$ cat config.mk
export PLATFORM = sky130hd
export DESIGN_NAME = spi_slave_flat
export DESIGN_NICKNAME = d
export VERILOG_FILES = /design/src/rtl/spi_slave_if.sv /design/src/rtl/spi_slave.sv /design/src/flat_wrapper.sv
export SDC_FILE = /design/constraint.sdc
export NUM_CORES = 1
export LEC_CHECK = 0
export BUFFER_PORTS_ARGS = -buffer_cell sky130_fd_sc_hd__buf_4
export CAP_MARGIN = 15
export CORE_MARGIN = 2
export CORE_UTILIZATION = 49
export CTS_CLUSTER_SIZE = 28
export DETAILED_ROUTE_END_ITERATION = 16
export PLACE_DENSITY = 0.85
export SYNTH_ARGS = -nofsm -noshare
export SYNTH_HDL_FRONTEND = slang
export SYNTH_SLANG_ARGS = --single-unit
$ cat constraint.sdc
create_clock -name clk -period 1.8 [get_ports clk]
set_input_delay 0.54 -clock clk [delete_from_list [all_inputs] [get_ports clk]]
set_output_delay 0.54 -clock clk [all_outputs]
set_load 0.05 [all_outputs]
$ cat src/rtl/spi_slave_if.sv
// SPI pin bundle plus the parallel word/status side of the SPI slave.
// The slave modport is the view taken by spi_slave; the master modport is the outside view.
interface spi_slave_if;
  logic        SS_n;
  logic        SCLK;
  logic        MOSI;
  logic        MISO;
  logic [15:0] tx_data;
  logic [15:0] rx_data;
  logic        rdy;
  logic        frm_err;
  logic        clr_err;
  logic        busy;

  modport slave (
    input  SS_n, SCLK, MOSI, tx_data, clr_err,
    output MISO, rx_data, rdy, frm_err, busy
  );

  modport master (
    output SS_n, SCLK, MOSI, tx_data, clr_err,
    input  MISO, rx_data, rdy, frm_err, busy
  );
endinterface

$ cat src/rtl/spi_slave.sv
// SPI mode-3 style slave, 16-bit frames, oversampled by clk.
// Pins are synchronized and edge-detected; a two-state FSM frames the transfer on SS_n.
module spi_slave (
  input  logic        clk,
  input  logic        rst,
  spi_slave_if.slave  bus
);

  typedef enum logic {IDLE, ACTIVE} state_t;

  state_t      state_q, state_d;
  logic        ss_s1_q, ss_s2_q, ss_s3_q;
  logic        sclk_s1_q, sclk_s2_q, sclk_s3_q;
  logic        mosi_s1_q, mosi_s2_q;
  logic        ss_fall_q, ss_fall_d;
  logic        ss_rise_q, ss_rise_d;
  logic        sclk_rise_q, sclk_rise_d;
  logic [1:0]  flush_q, flush_d;
  logic        armed_q, armed_d;
  logic [15:0] shift_q, shift_d;
  logic [4:0]  cnt_q, cnt_d;
  logic [15:0] rx_q, rx_d;
  logic        rdy_q, rdy_d;
  logic        frm_err_q, frm_err_d;
  logic        err_event;

  // Registered edge strobes sit one clk behind the synchronizer compare.
  always_comb begin
    ss_fall_d   = ss_s3_q & ~ss_s2_q;
    ss_rise_d   = ~ss_s3_q & ss_s2_q;
    sclk_rise_d = ~sclk_s3_q & sclk_s2_q;
    flush_d     = (flush_q == 2'd3) ? flush_q : flush_q + 2'd1;
    // A frame may only start once SS_n has been seen high after reset.
    armed_d     = armed_q | ((flush_q == 2'd3) & ss_s2_q & ss_s3_q);
  end

  always_ff @(posedge clk or posedge rst) begin
    if (rst) begin
      ss_s1_q     <= 1'b1;
      ss_s2_q     <= 1'b1;
      ss_s3_q     <= 1'b1;
      sclk_s1_q   <= 1'b1;
      sclk_s2_q   <= 1'b1;
      sclk_s3_q   <= 1'b1;
      mosi_s1_q   <= 1'b0;
      mosi_s2_q   <= 1'b0;
      ss_fall_q   <= 1'b0;
      ss_rise_q   <= 1'b0;
      sclk_rise_q <= 1'b0;
      flush_q     <= 2'd0;
      armed_q     <= 1'b0;
    end else begin
      ss_s1_q     <= bus.SS_n;
      ss_s2_q     <= ss_s1_q;
      ss_s3_q     <= ss_s2_q;
      sclk_s1_q   <= bus.SCLK;
      sclk_s2_q   <= sclk_s1_q;
      sclk_s3_q   <= sclk_s2_q;
      mosi_s1_q   <= bus.MOSI;
      mosi_s2_q   <= mosi_s1_q;
      ss_fall_q   <= ss_fall_d;
      ss_rise_q   <= ss_rise_d;
      sclk_rise_q <= sclk_rise_d;
      flush_q     <= flush_d;
      armed_q     <= armed_d;
    end
  end

  always_comb begin
    state_d   = state_q;
    shift_d   = shift_q;
    cnt_d     = cnt_q;
    rx_d      = rx_q;
    rdy_d     = 1'b0;
    err_event = 1'b0;
    case (state_q)
      IDLE: begin
        // A coincident SCLK rise is dropped because only the load path runs here.
        if (ss_fall_q && armed_q) begin
          state_d = ACTIVE;
          shift_d = bus.tx_data;
          cnt_d   = 5'd0;
        end
      end
      ACTIVE: begin
        if (ss_rise_q) begin
          state_d = IDLE;
          if (cnt_q == 5'd16) begin
            rx_d  = shift_q;
            rdy_d = 1'b1;
          end else begin
            err_event = 1'b1;
          end
        end else if (sclk_rise_q) begin
          shift_d = {shift_q[14:0], mosi_s2_q};
          cnt_d   = (cnt_q == 5'd31) ? cnt_q : cnt_q + 5'd1;
        end
      end
      default: state_d = IDLE;
    endcase
    // An error in the same clk as clr_err wins.
    frm_err_d = err_event | (frm_err_q & ~bus.clr_err);
  end

  always_ff @(posedge clk or posedge rst) begin
    if (rst) begin
      state_q   <= IDLE;
      shift_q   <= 16'h0000;
      cnt_q     <= 5'd0;
      rx_q      <= 16'h0000;
      rdy_q     <= 1'b0;
      frm_err_q <= 1'b0;
    end else begin
      state_q   <= state_d;
      shift_q   <= shift_d;
      cnt_q     <= cnt_d;
      rx_q      <= rx_d;
      rdy_q     <= rdy_d;
      frm_err_q <= frm_err_d;
    end
  end

  assign bus.MISO    = shift_q[15];
  assign bus.rx_data = rx_q;
  assign bus.rdy     = rdy_q;
  assign bus.frm_err = frm_err_q;
  assign bus.busy    = (state_q == ACTIVE);

endmodule

$ cat src/flat_wrapper.sv
// flat-port wrapper written by rule: the top's interface ports become plain ports
module spi_slave_flat 
  (clk, rst, bus_SS_n, bus_SCLK, bus_MOSI, bus_tx_data, bus_clr_err, bus_MISO, bus_rx_data, bus_rdy, bus_frm_err, bus_busy);
  spi_slave_if bus_i ();
  input  logic clk;
  input  logic rst;
  input wire logic [$bits(bus_i.SS_n)-1:0] bus_SS_n;
  input wire logic [$bits(bus_i.SCLK)-1:0] bus_SCLK;
  input wire logic [$bits(bus_i.MOSI)-1:0] bus_MOSI;
  input wire logic [$bits(bus_i.tx_data)-1:0] bus_tx_data;
  input wire logic [$bits(bus_i.clr_err)-1:0] bus_clr_err;
  output wire logic [$bits(bus_i.MISO)-1:0] bus_MISO;
  output wire logic [$bits(bus_i.rx_data)-1:0] bus_rx_data;
  output wire logic [$bits(bus_i.rdy)-1:0] bus_rdy;
  output wire logic [$bits(bus_i.frm_err)-1:0] bus_frm_err;
  output wire logic [$bits(bus_i.busy)-1:0] bus_busy;
  assign bus_i.SS_n = bus_SS_n;
  assign bus_i.SCLK = bus_SCLK;
  assign bus_i.MOSI = bus_MOSI;
  assign bus_i.tx_data = bus_tx_data;
  assign bus_i.clr_err = bus_clr_err;
  assign bus_MISO = bus_i.MISO;
  assign bus_rx_data = bus_i.rx_data;
  assign bus_rdy = bus_i.rdy;
  assign bus_frm_err = bus_i.frm_err;
  assign bus_busy = bus_i.busy;
  spi_slave u_core (.clk(clk), .rst(rst), .bus(bus_i));
endmodule
==> impl_metrics.csv <==
group,metric,value,unit
finish,syn_to_final_growth,30.58,%
power_and_ir_drop,p_int,2.342,mW
power_and_ir_drop,p_clk_share,24.6,%
detailed_routing,drtIter0Drc,92,
timing,rsz0062_at_grt,"yes",
setup_path,required,2000,ps
detailed_routing,wl_per_cell,16.20,um
placed_design,place.port_buffers,41,
die,die_w,71.59,um
die,die-area,5125,sq um
placed_design,dp_hpwl,2675,um
setup_path,startpoint_type,"flop",
placed_design,dp_cells,247,
die,die_y,71.59,um
setup_path,rr_worst_depth,7,
detailed_routing,wirelength,4211,um
timing,max_freq,0.5732,GHz
placed_design,routabilityCongestion,0.8875,
setup_path,arrival,1940,ps
logic_synthesis,ys.warnings.count,0,
detailed_routing,num_vias,1366,
timing,max-slew-margin-rel,72.88,%
detailed_routing,drc,0,
timing,holdWs,292.1,ps
setup_path,critPathMaxFanout,8,
finish,nets,233,
global_routing,antenna_found_initial,0,
logic_synthesis,synthCells,150,
clocking,h-tree-depth,2,
power_and_ir_drop,p_sw_share,28.33,%
clocking,cts.sinks,54,
flow_run,max-cap-violations,0,
finish,antennaDiodeCount,0,
logic_synthesis,synthDistinctLibCells,27,
timing,hold_viol,0,
power_and_ir_drop,p_comb_share,25.5,%
global_routing,grt_pass1_vias,1414,
timing,fin_skew,6.226,ps
clocking,hold_buffers,0,
die,row_count,24,
logic_synthesis,synth-seq-cells,54,
setup_path,ff2ff_setup_slack,60,ps
global_routing,grt_overflow,0,
hold_path,hold_path.class,"input pin to async pin",
logic_synthesis,syn_nets,176,
logic_synthesis,synth_edf_count,0,
setup_path,r2r_end,"u_core.bus.rx_data[2]",
logic_synthesis,synthesis.area,2238,sq um
setup_path,slowest_delay,410,ps
global_routing,grtUsageTotal,17.16,%
power_and_ir_drop,ir_drop,0.6737,mV
power_and_ir_drop,power.density,1118,nW/um^2
timing,slew_violations,0,
setup_path,path_cells,"buf_6, inv_4, ha_4, nand2_4, nor4_4, clkbuf_16, mux2_4",
detailed_routing,via_per_inst,5.254,
finish,drive_gt1_share,63.46,%
timing,setup_violations,0,
timing,period_share,96.91,%
setup_path,timing.rr.start,"u_core.cnt_q[1]",
setup_path,critPathCaptureType,"flop",
outcome,status,"finished, final reports clean",
detailed_routing,final_antenna_net_count,0,
setup_path,timing_worst_setup_path_type,"flop to flop",
logic_synthesis,syn_area_per_cell,14.92,sq um
setup_path,critPathSlowestCell,"dfrtp_1",
clocking,root_buffer,"clkbuf_8",
global_routing,grt_first_pass_wirelength,6706,um
timing,tightest_slew,403.7,ps
clocking,tritoncts,"done",
finish,final_area,2923,sq um
timing,min_period,1744,ps
logic_synthesis,synth-seq-area-share,60.70,%
logic_synthesis,synthFlopType,"dfrtp_1",
clocking,clock_path_buffers,2,
power_and_ir_drop,p_leak,1.368,nW
die,io_pins,42,
clocking,path_clk_slew,90,ps
detailed_routing,firstDrtPassIters,4,
die,fp.coreArea,4384,sq um
power_and_ir_drop,switching_power,0.9256,mW
timing,setup_tns,0,ps
die,start_util,51.06,%
finish,final_cells,260,
power_and_ir_drop,pwr-share-seq,50.0,%
power_and_ir_drop,total_power,3.267,mW
clocking,cts-buffers-inserted,5,
clocking,clk_latency,300,ps
placed_design,placed_area,2689,sq um
logic_synthesis,ys_async_sr_fraction,100.0,%
global_routing,grt_start_max_net_pins,55,
-- kinds of logic after synthesis --
group	after synthesis	share of synthesized area (%)
flip-flops	54	60.70
multiplexers	49	24.65
AND/OR/NAND/NOR	24	7.211
buffers and inverters	10	2.459
AO/OA/AOI/OAI	8	2.348
adder cells (fa/ha/maj)	4	2.236
XOR/XNOR	1	0.3914
-- cell type report --
class                           instances  area [sq um]
Tap cell                               52         65.06
Inverter                                5         25.02
Sequential cell                        54          1360
Timing Repair Buffer                   55         462.9
Fill cell                             319          1461
Clock buffer                            6         72.57
Multi-Input combinational cell         86         899.6
Clock inverter                          2         37.54
-- repair_timing --
item | in CTS | in global routing
resized for setup | 2 | 18
setup buffers | 1 | 3
endpoints found under the setup margin | 2 | 18
gates cloned | 0 | 1
pin swaps | 0 | 7
-- stage by stage --
stage | util, % | setup WS (ps)
4_1_cts | 64.13 | 32.54
3_3_place_gp | 61.33 | 40.67
3_5_place_dp | 61.33 | -26.25
5_1_grt | 66.67 | -11.33
6_report | 66.67 | 55.54
2_1_floorplan | - | 35.09
-- worst max-delay path by stage --
| stage | end | depth (start not counted) | slack (ps) | startpoint |
|---|---|---|---|---|
| 6_report | u_core.bus.rx_data[2] | 7 | 60 | u_core.cnt_q[1] |
| 5_1_grt | u_core.bus.rx_data[2] | 7 | -10 | u_core.cnt_q[1] |
| 4_1_cts | u_core.cnt_q[2] | 6 | 30 | u_core.cnt_q[0] |
| 3_5_place_dp | u_core.cnt_q[2] | 6 | -30 | u_core.cnt_q[1] |
| 3_3_place_gp | u_core.cnt_q[3] | 6 | 40 | u_core.cnt_q[1] |
| 2_1_floorplan | u_core.cnt_q[3] | 6 | 40 | u_core.cnt_q[0] |
-- layout by cell type, fill, tap and decap left out, drive strengths merged --
cell,n
nand3,4
o21ai,4
dfstp,6
nor2b,3
buf,54
nor3,1
ha,4
dfrtp,48
nor4,2
nand3b,2
nor4b,1
clkbuf,7
nand4bb,1
bufinv,1
and3,2
o22ai,1
xnor2,1
and2,1
inv,4
nor2,1
a211o,2
nand2,6
mux2,49
a31o,1
clkinvlp,2
-- metal layers --
metal | GRT usage (%) | wire (um)
met1 | 23.39 | 1812
met2 | 26.75 | 2091
met3 | 4.360 | 245
met4 | 6.499 | 62
met5 | 0 | 0
-- power by group through the flow --
stage	clock network [mW]	logic (mW)	registers, mW
after floorplan	0	0.459	1.67
after global placement	0	0.708	1.63
after detailed placement	0	0.729	1.65
after CTS	0.823	0.758	1.62
after global routing	0.869	0.910	1.67
final	0.802	0.833	1.63
-- cell usage after synthesis (3+ instances only) --
| cell type | count | area share (%) |
|---|---|---|
| mux2_2 | 49 | 25 |
| dfrtp_1 | 48 | 54 |
| o21ai_0 | 4 | 0.89 |
| nand3_1 | 4 | 0.89 |
| inv_1 | 5 | 0.84 |
| ha_1 | 4 | 2.2 |
| nand2_1 | 4 | 0.67 |
| dfstp_2 | 6 | 7.0 |
| nor2b_1 | 3 | 0.84 |
-- critical path, delay by kind of cell (launching register included) --
kind                       cells  cell delay (ps)
muxes                          1              300
DFF                            1              410
buffers and inverters          3              440
adders and majority gates      1              130
and+or+nand+nor                2              350
-- registers in the layout (all words and copies together), names as in the netlist, 2 cells and up --
signal              cells
u_core.flush_q          2
u_core.cnt_q            5
u_core.shift_q         16
u_core.bus.rx_data     16
(Power assumes the default switching activity.)
